### config.mk
export PLATFORM = sky130hd
export DESIGN_NAME = reg_file
export DESIGN_NICKNAME = d
export VERILOG_FILES = /design/src/rtl/reg_file.sv
export SDC_FILE = /design/constraint.sdc
export NUM_CORES = 1
export LEC_CHECK = 0
export CAP_MARGIN = 20
export CORE_UTILIZATION = 25
export CTS_CLUSTER_SIZE = 8
export DETAILED_ROUTE_END_ITERATION = 12
export PLACE_DENSITY = 0.4
export SETUP_SLACK_MARGIN = 0.5
export SLEW_MARGIN = 20
export SYNTH_ARGS = -nofsm -noshare
export SYNTH_HDL_FRONTEND = slang
export SYNTH_SLANG_ARGS = --single-unit
### constraint.sdc
create_clock -name clk -period 4.1 [get_ports clk]
set_input_delay 0.41 -clock clk [delete_from_list [all_inputs] [get_ports clk]]
set_output_delay 0.41 -clock clk [all_outputs]
set_load 0.005 [all_outputs]
### src/rtl/reg_file.sv
// -----------------------------------------------------------------------------
// reg_file
//   General-purpose register file: 2**ADDR_W x DATA_W registers (16 x 16 by
//   default), two independently enabled registered read ports and one write
//   port. R0 is hardwired to zero: writes to it are dropped and reads of it
//   return 0.
//
//   Optional feature macro: REG_FILE_BYPASS_EN
//     defined   : a read at the same edge as a write to the same non-zero
//                 address captures the new write data.
//     undefined : a same-edge read captures the old register contents.
//
// Ports
//   clk       in   1        rising-edge clock
//   rst       in   1        synchronous active-high reset; clears registers,
//                           p0 and p2; overrides WE/re0/re1 in that cycle
//   WE        in   1        write enable
//   dst_addr  in   ADDR_W   write address
//   dst       in   DATA_W   write data
//   re0       in   1        read enable, port 0
//   p0_addr   in   ADDR_W   read address, port 0
//   p0        out  DATA_W   registered read data, port 0 (holds when re0=0)
//   re1       in   1        read enable, port 1
//   p1_addr   in   ADDR_W   read address, port 1
//   p2        out  DATA_W   registered read data, port 1 (holds when re1=0)
// -----------------------------------------------------------------------------
module reg_file #(
   parameter int DATA_W = 16,
   parameter int ADDR_W = 4
) (
   input  logic              clk,
   input  logic              rst,
   input  logic              WE,
   input  logic [ADDR_W-1:0] dst_addr,
   input  logic [DATA_W-1:0] dst,
   input  logic              re0,
   input  logic [ADDR_W-1:0] p0_addr,
   output logic [DATA_W-1:0] p0,
   input  logic              re1,
   input  logic [ADDR_W-1:0] p1_addr,
   output logic [DATA_W-1:0] p2
);

   localparam int NREG = 2 ** ADDR_W;

   logic [DATA_W-1:0] mem [NREG];
   logic [DATA_W-1:0] rd0_val;
   logic [DATA_W-1:0] rd1_val;
   logic              wr_live;

   // A write only takes effect for a non-zero destination.
   assign wr_live = WE && (dst_addr != '0);

   // Read-data selection for each port, evaluated against pre-edge state.
   always_comb begin
      rd0_val = '0;
      rd1_val = '0;
      if (p0_addr != '0) begin
`ifdef REG_FILE_BYPASS_EN
         if (wr_live && (dst_addr == p0_addr)) rd0_val = dst;
         else                                  rd0_val = mem[p0_addr];
`else
         rd0_val = mem[p0_addr];
`endif
      end
      if (p1_addr != '0) begin
`ifdef REG_FILE_BYPASS_EN
         if (wr_live && (dst_addr == p1_addr)) rd1_val = dst;
         else                                  rd1_val = mem[p1_addr];
`else
         rd1_val = mem[p1_addr];
`endif
      end
   end

   always_ff @(posedge clk) begin
      if (rst) begin
         for (int i = 0; i < NREG; i++) mem[i] <= '0;
         p0 <= '0;
         p2 <= '0;
      end else begin
         if (wr_live) mem[dst_addr] <= dst;
         if (re0)     p0 <= rd0_val;
         if (re1)     p2 <= rd1_val;
      end
   end

endmodule

==> impl_metrics.env, run 1 <==
export IMPL_hold_viol_final=0
export IMPL_endpoint_kind="register"
export IMPL_finalSetupViolCount=0
export IMPL_syn2layout_area_growth_pct=18.7
export IMPL_cp_buffers_inverters=1
export IMPL_synthCells=914
export IMPL_wirelength_um=47600
export IMPL_die_width_um=243
export IMPL_dr_wl_met3_um=2650
export IMPL_highest_layer="met5"
export IMPL_finClkSkew_ns=0.0255
export IMPL_die_area_um2=59300
export IMPL_hpwlAfterDp_um=29800
export IMPL_finalCriticalPeriod_ns=2.23
export IMPL_synth_area_um2=14600
export IMPL_vias_per_cell=4.67
export IMPL_slowest_delay_ns=0.65
export IMPL_grtUsageTotal_pct=16.3
export IMPL_synthArstFlopShare_pct=0
export IMPL_drtAntennaViolNets=0
export IMPL_drive_gt1_share_pct=25.9
export IMPL_peakVddDrop_v=0.000269
export IMPL_path_clk_slew_ns=0.05
export IMPL_max_freq_ghz=0.449
export IMPL_io_pins=65
export IMPL_drt_iter0_markers=544
export IMPL_antenna_found_initial=2
export IMPL_finalCritPeriodShare_pct=54.3
export IMPL_drc_errors=0
export IMPL_coreArea_um2=57700
export IMPL_regArea_um2=8330
export IMPL_ys_warn_count=0
export IMPL_grt_first_pass_wirelength_um=67800
export IMPL_synth_edff_count=256
export IMPL_grt_pass1_vias=8790
export IMPL_hold_buffers=0
export IMPL_drt_met1_wl_um=22600
export IMPL_cts_path_max_buffers=3
export IMPL_fillers=5764
export IMPL_ys_seq_area_share_pct=57.1
export IMPL_worst_pin_slew_ns=1.01
export IMPL_synth_cell_types=31
export IMPL_initial_core_util_pct=25.3
export IMPL_crit_slowest_cell="or4b_4"
export IMPL_clock_latency_ns=0.57
export IMPL_crit_family="simple AND/OR/NAND/NOR gates"
export IMPL_io_buffers=64
export IMPL_rrSetupSlack_ns=2.48
export IMPL_path_cells="clkdlybuf4s50_1 -> or4b_4 -> nor2_4 -> or2_2"
export IMPL_syn_avg_cell_area_um2=15.9
export IMPL_crit_fanout=17
export IMPL_clkSinkCount=288
export IMPL_critPathRequiredTime_ns=4.30
export IMPL_cts_buffers=42
export IMPL_crit_arrival_ns=2.43
export IMPL_status="finished clean"
export IMPL_htreeDepth=2
export IMPL_multi_input_area_um2=5890
export IMPL_cts_tree="done"
export IMPL_root_buffer="clkbuf_16"
export IMPL_crit_type="in -> reg"
export IMPL_ys_seq_elements=288
export IMPL_maxCapViolations=0
export IMPL_synth_ff_type="edfxtp_1"
export IMPL_grt_max_degree=42
export IMPL_fin_util_pct=30.0
export IMPL_globalplace_congestion=0.708
export IMPL_grt_overflow=0
export IMPL_rsz0062_at_grt="false"
export IMPL_finalMaxSlewViolations=0
export IMPL_nets=1019
export IMPL_finalSetupTns_ns=0
export IMPL_dr_pass1_iters=5
export IMPL_setup_worst_path_start_class="input port"
export IMPL_relSlewSlack_pct=32.8
export IMPL_cellPowerDensity_nw_per_um2=443
export IMPL_cts_resized_gates=0
export IMPL_wl_met2_um=21000
export IMPL_rows=88
export IMPL_power_leakage_uw=0.00587
export IMPL_hp_class="reg -> reg"
export IMPL_dieHeight_um=243
export IMPL_post_cts_buffers=0
export IMPL_vias=8335
export IMPL_wl_per_cell_um=26.6
## worst register-to-register path, stage by stage, from the launching register on
cell and delay [ns]:
edfxtp_1 0.38, mux4_2 0.48, mux2i_1 0.42, o211ai_1 0.16
## layout make-up
| class | instances | share of cell area, % |
|---|---|---|
| antenna | 1 | 0.0145 |
| clock buffer | 78 | 7.35 |
| multi-input combinational | 559 | 34.0 |
| sequential | 288 | 48.1 |
| tap | 765 | 5.53 |
| timing repair buffer | 95 | 4.97 |
## placed cells by master (no fill, tap or decap), types with 6 or more instances in the layout
cell type / netlist / routed
or2_2: 15 / 15
a22oi_1: 26 / 26
dfxtp_1: 32 / 32
clkbuf_1: 42 / 32
clkdlybuf4s50_1: 0 / 57
buf_4: 9 / 34
nand2_1: 33 / 33
conb_1: 1 / 16
nor2_1: 8 / 8
mux2i_1: 32 / 32
o211ai_1: 12 / 12
clkbuf_16: 0 / 46
edfxtp_1: 256 / 256
and2_1: 240 / 240
o211ai_2: 20 / 20
mux4_2: 126 / 126
a22oi_2: 6 / 6
## final timing paths
check | start | end | cells after the start
max | dst_addr[1] | mem[8][9] | 4
min | p2[9] | p2[9] | 2
max reg2reg | mem[5][4] | p2[4] | 3
min reg2reg | p2[9] | p2[9] | 2
## routing by layer
layer	up-vias	GRT usage, %
li1	3678	-
met1	4326	23.5
met2	259	24.4
met3	70	3.06
met4	2	5.72
met5	-	0
## state kept, by name, indices dropped and copies added (netlist names)
register	flops
mem	256
p0	16
p2	16
## Yosys cell counts (6+ instances only)
cell      number  area, µm²
buf_2         21        105
edfxtp_1     256       7690
and2_1       240       1500
dfxtp_1       32        641
a22oi_2        6       75.1
mux2i_1       32        320
buf_4          9       67.6
a22oi_1       26        195
buf_6          6       67.6
or2_2         15       93.8
o211ai_1      12       90.1
clkbuf_1      42        158
nor2_1         8       30.0
nand2_1       33        124
o211ai_2      20        250
mux4_2       126       2840
## stage by stage
| stage | worst slack (ns) | cell area, µm² | power, µW | instances | hold slack, ns |
|---|---|---|---|---|---|
| 2_1_floorplan | 2.31 | 14600 | 3970 | 929 | 0.461 |
| 3_3_place_gp | 1.30 | 16000 | 4340 | 1707 | 0.456 |
| 3_5_place_dp | 1.27 | 16000 | 4350 | 1707 | 0.463 |
| 4_1_cts | 1.85 | 17300 | 7790 | 1785 | 0.482 |
| 5_1_grt | 1.77 | 17300 | 7920 | 1785 | 0.497 |
| 6_report | 1.87 | 17300 | 7670 | 1786 | 0.472 |
## where the power goes
part	total, µW	internal (µW)	switching, µW
clock network	3400	2070	1330
logic	786	365	422
registers	3490	3380	105
## kinds of logic (layout without fill, tap and decap cells)
kind of cell,after synthesis,in the layout,share of synthesized area [%]
AOI/OAI and AO/OA,64,64,4.19
DFF,288,288,57.1
other,1,17,0.0257
buffers and inverters,82,173,3.07
and+or+nand+nor,319,319,13.5
muxes,160,160,22.0
(Power assumes the default switching activity.)
==> run 2: changes to the inputs <==
- PLACE_DENSITY: 0.4 -> 0.41
- clock period: 4.1 -> 1.9 ns (I/O delays scaled with it)
==> run 2 against run 1 <==
Sequential share of layout area down 3.4 points. Flip-flop and latch count stayed put. Worst hold slack worse by 0.31 ns. Non-clock buffer count up 79. Critical path depth shrank 1. Final cell count up 4.4%. Worst setup slack lost 1.4 ns. Utilization up 2.4 points. Clock skew down 0.015 ns. Final area grew 7.9%. Die area did not move. Critical path type is now reg -> reg.
==> impl_metrics.env, run 2 (same netlist as run 1, synthesis figures left out) <==
export IMPL_vias=8521
export IMPL_wirelength_um=45600
export IMPL_grt_overflow=0
export IMPL_vias_per_cell=4.57
export IMPL_drive_gt1_share_pct=37.4
export IMPL_place_area_um2=17100
export IMPL_mostFrequentLayoutCell="edfxtp_1"
export IMPL_worst_pin_slew_ns=0.566
export IMPL_io_pins=65
export IMPL_rows=88
export IMPL_root_buffer="clkbuf_16"
export IMPL_regArea_um2=8360
export IMPL_cts_path_max_buffers=3
export IMPL_crit_fanout=2
export IMPL_hpwlAfterDp_um=30600
export IMPL_finalMaxSlewViolations=0
export IMPL_pwr_share_comb_pct=12.2
export IMPL_clock_latency_ns=0.55
export IMPL_wl_per_cell_um=24.5
export IMPL_hold_buffers=0
export IMPL_drc_errors=0
export IMPL_finalCritPeriodShare_pct=75.6
export IMPL_rr_worst_depth=3
export IMPL_grt_max_degree=42
export IMPL_htreeDepth=2
export IMPL_antenna_found_initial=1
export IMPL_crit_type="reg -> reg"
export IMPL_p_int_uw=12700
export IMPL_hp_start="rst"
export IMPL_r2r_end="p0[10]"
export IMPL_die_area_um2=59300
export IMPL_syn2layout_area_growth_pct=28.1
export IMPL_setup_worst_path_start_class="register"
export IMPL_rsz0062_at_grt="true"
export IMPL_p_switching_uw=4080
export IMPL_whs_path_depth=2
export IMPL_pwr_share_seq_pct=44.8
export IMPL_globalplace_congestion=0.746
export IMPL_cts_buffers=42
export IMPL_hold_viol_final=0
export IMPL_coreArea_um2=57700
export IMPL_mostFrequentLayoutCells="edfxtp_1, and2_1, mux4_2"
export IMPL_critPathRequiredTime_ns=2.32
export IMPL_design_area_um2=18700
export IMPL_drtAntennaViolNets=0
export IMPL_grt_first_pass_wirelength_um=65900
export IMPL_largest_reg_flops=256
export IMPL_finClkSkew_ns=0.0100
export IMPL_path_clk_slew_ns=0.06
export IMPL_finalSetupTns_ns=0
export IMPL_maxCapViolations=0
export IMPL_clock_power_share_pct=43.0
export IMPL_fillers=5674
export IMPL_top_regs="mem (256), p0 (16), p2 (16)"
export IMPL_drt_iter0_markers=592
export IMPL_finalCriticalPeriod_ns=1.44
export IMPL_grt_pass1_vias=8833
export IMPL_clkSinkCount=288
export IMPL_dr_pass1_iters=4
export IMPL_dp_cells=1782
export IMPL_crit_arrival_ns=1.85
export IMPL_dieHeight_um=243
export IMPL_multi_input_area_um2=6170
export IMPL_hp_class="in -> reg"
export IMPL_initial_core_util_pct=25.3
export IMPL_holdPathEnd="mem[0][0]"
export IMPL_grtUsageTotal_pct=15.7
export IMPL_fin_cells=1864
export IMPL_endpoint_kind="register"
export IMPL_r2r_start="mem[13][10]"
export IMPL_sw_frac_of_total_pct=24.3
export IMPL_nets=1099
export IMPL_relSlewSlack_pct=62.2
export IMPL_die_width_um=243
export IMPL_power_leakage_uw=0.00654
export IMPL_top_register="mem"
export IMPL_peakVddDrop_v=0.000459
export IMPL_max_freq_ghz=0.696
export IMPL_finalPower_uw=16800
export IMPL_status="finished clean"
export IMPL_finalSetupViolCount=0
export IMPL_cellPowerDensity_nw_per_um2=898
export IMPL_cts_tree="done"
export IMPL_io_buffers=64
export IMPL_rrSetupSlack_ns=0.46
export IMPL_antenna_cells=0
-- run 2: metrics by stage --
step,utilization [%],hold WS (ns),setup WS (ns)
after floorplan,-,0.388,0.439
after global placement,29.6,0.465,-0.122
after detailed placement,29.6,0.460,-0.136
after CTS,32.3,0.145,0.450
after global routing,32.4,0.162,0.362
final,32.4,0.166,0.464
-- run 2: how the worst max path moves through the flow --
stage | start | end | slack [ns] | depth (start not counted)
floorplan | dst_addr[1] | mem[12][0] | 0.44 | 3
global placement | dst_addr[1] | mem[4][6] | -0.12 | 4
detailed placement | dst_addr[1] | mem[4][6] | -0.14 | 4
CTS | mem[7][6] | p2[6] | 0.45 | 4
global route | mem[7][15] | p2[15] | 0.36 | 4
finish | mem[13][10] | p0[10] | 0.46 | 3
-- run 2: final cells by class --
cell class	count	area share, %
multi-input cells	560	33.1
repair buffers	174	10.4
clock inverters	1	0.0469
clock buffers	76	6.59
flip-flops and latches	288	44.8
well taps	765	5.12
-- run 2: what timing repair did --
action,4_1_cts,5_1_grt
setup buffers,4,0
gates cloned,1,0
pin swaps,14,11
setup endpoints to repair,107,128
resized for setup,96,21
-- run 2: critical path, cell delays in order, from the launching register on --
cell and delay (ns):
edfxtp_1 0.38, mux4_2 0.53, a22oi_2 0.27, o211ai_2 0.12
-- run 2: power by group through the flow --
stage	clock network [µW]	logic [µW]	registers (µW)
2_1_floorplan	0	1060	7540
3_3_place_gp	0	1980	7620
3_5_place_dp	0	1980	7630
4_1_cts	7410	2070	7520
5_1_grt	7650	2160	7570
6_report	7200	2050	7520
-- run 2: layer usage --
layer / up-vias / wire length, µm / GRT usage, %
li1: 3832 / - / -
met1: 4401 / 21600 / 22.4
met2: 236 / 20800 / 24.3
met3: 52 / 2420 / 2.81
met4: 0 / 867 / 4.07
met5: - / 0 / 0
